<file path="src/rtl/acc_ordered_commit_pkg.sv">
// Shared widths and FSM state type for the ordered-commit accumulator lanes.
// Optional build macro: ACC_STAMP_CHECK_EN (stale-stamp detection in the top).
package acc_ordered_commit_pkg;

  localparam int N_CORE   = 4;
  localparam int GC_WIDTH = 16;
  localparam int GD_WIDTH = 8;
  localparam int N_ACC    = 4;

  typedef enum logic [1:0] {
    ST_IDLE   = 2'd0,
    ST_SEEK   = 2'd1,
    ST_ADD    = 2'd2,
    ST_FINISH = 2'd3
  } acc_commit_state_t;

  // The gc stride is signed; widening it lets the stamp advance wrap mod 2^GC_WIDTH.
  function automatic logic [GC_WIDTH-1:0] sext_gd(input logic [GD_WIDTH-1:0] d);
    return {{(GC_WIDTH-GD_WIDTH){d[GD_WIDTH-1]}}, d};
  endfunction

endpackage

</file>
<file path="src/rtl/acc_ordered_commit_arbiter.sv">
// Stamp-match arbiter: finds cores whose stamp equals the expected gc and
// grants the lowest-index one (one-hot) with its data.
module acc_ordered_commit_arbiter
  import acc_ordered_commit_pkg::*;
(
  input  logic [N_CORE-1:0]   valid,
  input  logic [GC_WIDTH-1:0] stamp [N_CORE],
  input  logic [31:0]         data  [N_CORE],
  input  logic [GC_WIDTH-1:0] next_stamp,
  output logic                hit,
  output logic [N_CORE-1:0]   grant,
  output logic [31:0]         sel_data
);

  always_comb begin
    hit      = 1'b0;
    grant    = '0;
    sel_data = '0;
    for (int i = 0; i < N_CORE; i++) begin
      if (!hit && valid[i] && (stamp[i] == next_stamp)) begin
        hit      = 1'b1;
        grant[i] = 1'b1;
        sel_data = data[i];
      end
    end
  end

endmodule

</file>
<file path="src/rtl/acc_ordered_commit.sv">
// Ordered commit lane: folds per-core partial values into one accumulator in gc order.
// Optional build macro: ACC_STAMP_CHECK_EN (flag and drop requests stamped behind next_stamp).
//
// state  | meaning
// IDLE   | no parallel region active
// SEEK   | looking for the request stamped next_stamp
// ADD    | one addition in flight, waiting for add_done
// FINISH | region drained, commit_done pulses next
module acc_ordered_commit
  import acc_ordered_commit_pkg::*;
(
  input  logic                clk,
  input  logic                reset,
  input  logic                issue_fork,
  input  logic [GC_WIDTH-1:0] fork_gc,
  input  logic [GD_WIDTH-1:0] fork_gd,
  input  logic [31:0]         init_value,
  input  logic [N_CORE-1:0]   acc_req_valid,
  input  logic [31:0]         acc_data [N_CORE],
  input  logic [GC_WIDTH-1:0] gc_stamp [N_CORE],
  output logic [N_CORE-1:0]   acc_req_ready,
  output logic                add_req,
  output logic [31:0]         add_a,
  output logic [31:0]         add_b,
  input  logic                add_done,
  input  logic [31:0]         add_result,
  input  logic                all_ending,
  output logic [31:0]         acc_value,
  output logic                commit_done,
  output logic                stamp_error
);

  acc_commit_state_t   state;
  logic [GC_WIDTH-1:0] next_stamp;
  logic [GD_WIDTH-1:0] gd;
  logic                busy;
  logic                hit;
  logic [N_CORE-1:0]   grant;
  logic [31:0]         sel_data;

  acc_ordered_commit_arbiter u_arbiter (
    .valid      (acc_req_valid),
    .stamp      (gc_stamp),
    .data       (acc_data),
    .next_stamp (next_stamp),
    .hit        (hit),
    .grant      (grant),
    .sel_data   (sel_data)
  );

  assign add_a = acc_value;

`ifdef ACC_STAMP_CHECK_EN
  logic [N_CORE-1:0]   stale;
  logic [GC_WIDTH-1:0] diff;

  // A stamp is behind when it lies on the far side of next_stamp from the stride direction.
  always_comb begin
    stale = '0;
    diff  = '0;
    for (int i = 0; i < N_CORE; i++) begin
      diff = gc_stamp[i] - next_stamp;
      if (acc_req_valid[i]) begin
        if (gd[GD_WIDTH-1])
          stale[i] = !diff[GC_WIDTH-1] && (diff != '0);
        else
          stale[i] = diff[GC_WIDTH-1];
      end
    end
  end

  always_ff @(posedge clk) begin
    if (reset)
      stamp_error <= 1'b0;
    else if ((state == ST_SEEK) && !issue_fork && (|stale))
      stamp_error <= 1'b1;
  end
`else
  assign stamp_error = 1'b0;
`endif

  // A fork in the same cycle wins, so nothing is consumed for the region being abandoned.
  always_comb begin
    acc_req_ready = '0;
    if ((state == ST_SEEK) && !issue_fork) begin
`ifdef ACC_STAMP_CHECK_EN
      acc_req_ready = grant | stale;
`else
      acc_req_ready = grant;
`endif
    end
  end

  always_ff @(posedge clk) begin
    if (reset) begin
      state       <= ST_IDLE;
      acc_value   <= '0;
      next_stamp  <= '0;
      gd          <= '0;
      add_b       <= '0;
      add_req     <= 1'b0;
      commit_done <= 1'b0;
      busy        <= 1'b0;
    end else begin
      add_req     <= 1'b0;
      commit_done <= 1'b0;
      if (issue_fork) begin
        acc_value  <= init_value;
        next_stamp <= fork_gc;
        gd         <= fork_gd;
        busy       <= 1'b0;
        state      <= ST_SEEK;
      end else begin
        case (state)
          ST_IDLE: state <= ST_IDLE;
          ST_SEEK: begin
            if (hit) begin
              add_b   <= sel_data;
              add_req <= 1'b1;
              busy    <= 1'b1;
              state   <= ST_ADD;
            end else if (all_ending && !(|acc_req_valid)) begin
              state <= ST_FINISH;
            end
          end
          ST_ADD: begin
            // busy guards against a result from an abandoned region
            if (add_done && busy) begin
              acc_value  <= add_result;
              next_stamp <= next_stamp + sext_gd(gd);
              busy       <= 1'b0;
              state      <= ST_SEEK;
            end
          end
          ST_FINISH: begin
            commit_done <= 1'b1;
            state       <= ST_IDLE;
          end
          default: state <= ST_IDLE;
        endcase
      end
    end
  end

endmodule

</file>
<file path="config.mk">
export PLATFORM = sky130hd
export DESIGN_NAME = acc_ordered_commit
export DESIGN_NICKNAME = d
export VERILOG_FILES = /design/src/rtl/acc_ordered_commit_pkg.sv /design/src/rtl/acc_ordered_commit_arbiter.sv /design/src/rtl/acc_ordered_commit.sv
export SDC_FILE = /design/constraint.sdc
export NUM_CORES = 1
export LEC_CHECK = 0
export CORE_ASPECT_RATIO = 0.7
export CORE_MARGIN = 10
export CORE_UTILIZATION = 35
export DETAILED_ROUTE_END_ITERATION = 10
export GPL_ROUTABILITY_DRIVEN = 0
export PLACE_DENSITY = 0.74
export SLEW_MARGIN = 10
export SYNTH_ARGS = -nofsm -noshare
export SYNTH_HDL_FRONTEND = slang
export SYNTH_SLANG_ARGS = --single-unit
</file>
<file path="constraint.sdc">
create_clock -name clk -period 2.6 [get_ports clk]
set_clock_uncertainty 0.15 [all_clocks]
set_input_delay 0.65 -clock clk [delete_from_list [all_inputs] [get_ports clk]]
set_output_delay 0.65 -clock clk [all_outputs]
set_load 0.05 [all_outputs]
</file>
==> run metrics <==
Total Nets Final=1,624; Synth Instances=902; Avg Cell Area, Syn=7.52 sq um; arrival time at the worst endpoint=2.47 ns; die height=136 um; Post-synth ARST share=0%; reg2reg path depth=15; Setup CP Type=input pin to primary output; Fill cells=1,504; CP max stage delay=0.55 ns; GRT Total Usage=25.9%; CTS tree=done; register bit total from synthesis=93; Die Span X=186 um; Slew HR=58.5%; most common cell in the netlist=nand2_1; endpoints failing setup=46; leak pwr=0.00480 uW; CP Cell Sequence=clkdlybuf4s15_2 -> xnor2_2 -> nand2_1 -> or2_2 -> or4_4 -> nor4_4 -> buf_12; largest net degree at the start of global routing=84; share of cells above drive strength 1=21.8%; via count=8,549; first-pass GRT wire length=51,500 um; worst slew pin tran=0.620 ns; post-route ant nets=0; CTS Root Buffer Type=clkbuf_16; # H-tree levels=3; worst hold-check path type=register to register; setup_tns=-16.84 ns; CP Capture Type=primary output; Syn-to-layout area delta=87.0%; clk buf depth=2; RSZ-0062 raised after global routing=true; number of flops mapped to enable cells by yosys=0; Hold Vio Cnt, Final=0; max_cap viols=0; die area=25,400 sq um; top cell type's share of synthesized area=27.5%; drt total wl=35,300 um; fmax=306 MHz; first-pass iteration count of the detailed router=6; min Tclk post-route=3.27 ns; Max FO, Critical Path=2; number of global-route vias before repair=8,482; final worst-path cycle share=126%; status=complete, but fails checks; Core ar.=19,000 sq um; PwrDens=334 nW/um^2; failing checks=negative setup slack; Mapped Area=6780 sq um; antenna violations before repair=4; WP data required=1.80 ns; Finished Cell Area=12,700 sq um; post-cts hold buffer count=0; worst setup margin=-0.666 ns; DRC=0; Starting Density=35.7%; Worst path slowest cell=or4_4; startpoint types=input pin; HPWL Detailed=24,900 um; Port Buf Inserts=390; row count=42; Via density=5.37; post-synthesis sequential area ratio=27.5%; total CTS buffers=9; Slew Viols, Final=0; initial DRC count=641; Hold Path Cell Cnt=2; Worst-path clk slew=0.07 ns; clock sinks=93; I/O pins=392; Cell Area, Placed=11,300 sq um; Synth top cells by count=nand2_1, nor2_1, dfxtp_1; largest cells by area after synthesis=dfxtp_1, nand2_1, a21oi_1; Syn Nets=1,207; peak supply drop=0.312 mV; Synth Warn #=0; Overflow after GRT=0; Synth area leader=dfxtp_1; Worst-Skew Late Latency=0.35 ns; WL/cell=22.2 um; prevailing post-synth register cell=dfxtp_1; post-synthesis cell type count=61
[critical path, delay by kind of cell]
kind / cells / cell delay, ns
AND/OR/NAND/NOR: 4 / 1.24
XOR/XNOR: 1 / 0.19
buffers and inverters: 2 / 0.38
[routing by layer]
layer | vias to the layer above | global-route usage [%] | share of wire [%]
met5 | - | 0 | 0
met4 | 0 | 8.60 | 2.9
met3 | 84 | 8.50 | 11
met2 | 510 | 43.1 | 47
met1 | 3952 | 30.9 | 39
li1 | 4003 | - | -
[power by group]
part           switching [uW]  total (uW)  internal (uW)
combinational             608        1320            708
sequential               62.7        1540           1480
clock                     626        1380            756
total                    1300        4240           2940
[worst paths after layout]
path	start	endpoint	slack, ns
worst max-delay path	gc_stamp[17]	acc_req_ready[2]	-0.67
worst min-delay path	add_b[3]$_SDFFE_PP0P_	add_b[3]$_SDFFE_PP0P_	0.36
worst max register to register	next_stamp[8]$_SDFFE_PP0P_	add_b[16]$_SDFFE_PP0P_	-0.53
worst min register to register	add_b[3]$_SDFFE_PP0P_	add_b[3]$_SDFFE_PP0P_	0.36
[per-stage QoR]
stage / setup WS [ns] / power [uW] / util [%] / hold slack (ns) / cells
floorplan: -0.449 / 2150 / - / 0.315 / 902
global placement: -0.918 / 2810 / 59.5 / 0.334 / 1526
detailed placement: -0.882 / 2820 / 59.5 / 0.341 / 1526
CTS: -0.665 / 4250 / 66.5 / 0.341 / 1587
global route: -0.782 / 4400 / 66.8 / 0.374 / 1592
finish: -0.666 / 4240 / 66.8 / 0.355 / 1592
[state kept, by name (all words and copies together) (netlist names)]
register,flops
acc_value,32
add_b,32
add_req,1
busy,1
commit_done,1
gd,8
next_stamp,16
state,2
[logic make-up after synthesis]
| logic type | synth area share, % |
|---|---|
| adder cells (fa/ha/maj) | 3.06 |
| other | 0.0553 |
| XOR/XNOR | 9.04 |
| buffers and inverters | 10.3 |
| flip-flops | 27.5 |
| multiplexers | 1.49 |
| AO/OA/AOI/OAI | 25.1 |
| AND/OR/NAND/NOR | 23.6 |
[placed cells by master (no fill, tap or decap), types with 31 or more instances in the layout]
cell / n
a21oi_1: 83
xnor2_1: 31
o21ai_0: 32
nand3_1: 70
nor2_1: 84
clkdlybuf4s50_1: 351
xor2_1: 35
o211ai_1: 34
nand2_1: 100
dfxtp_1: 85
buf_4: 87
[cell type report]
cell class	count	area, sq um	share of cell area (%)
timing repair buffer	522	5380	42.4
multi-input combinational	685	4760	37.5
sequential	93	1880	14.8
tap	264	330	2.61
clock buffer	10	229	1.81
clock inverter	6	70.1	0.553
inverter	8	30.0	0.237
antenna	4	10.0	0.0789
[timing repair]
action / 4_1_cts / 5_1_grt
pin swaps: 109 / 55
setup buffers: 33 / 11
cloned: 13 / 1
setup endpoints to repair: 47 / 51
resized for setup: 183 / 37
No activity file was read; power rests on OpenSTA's default activity.
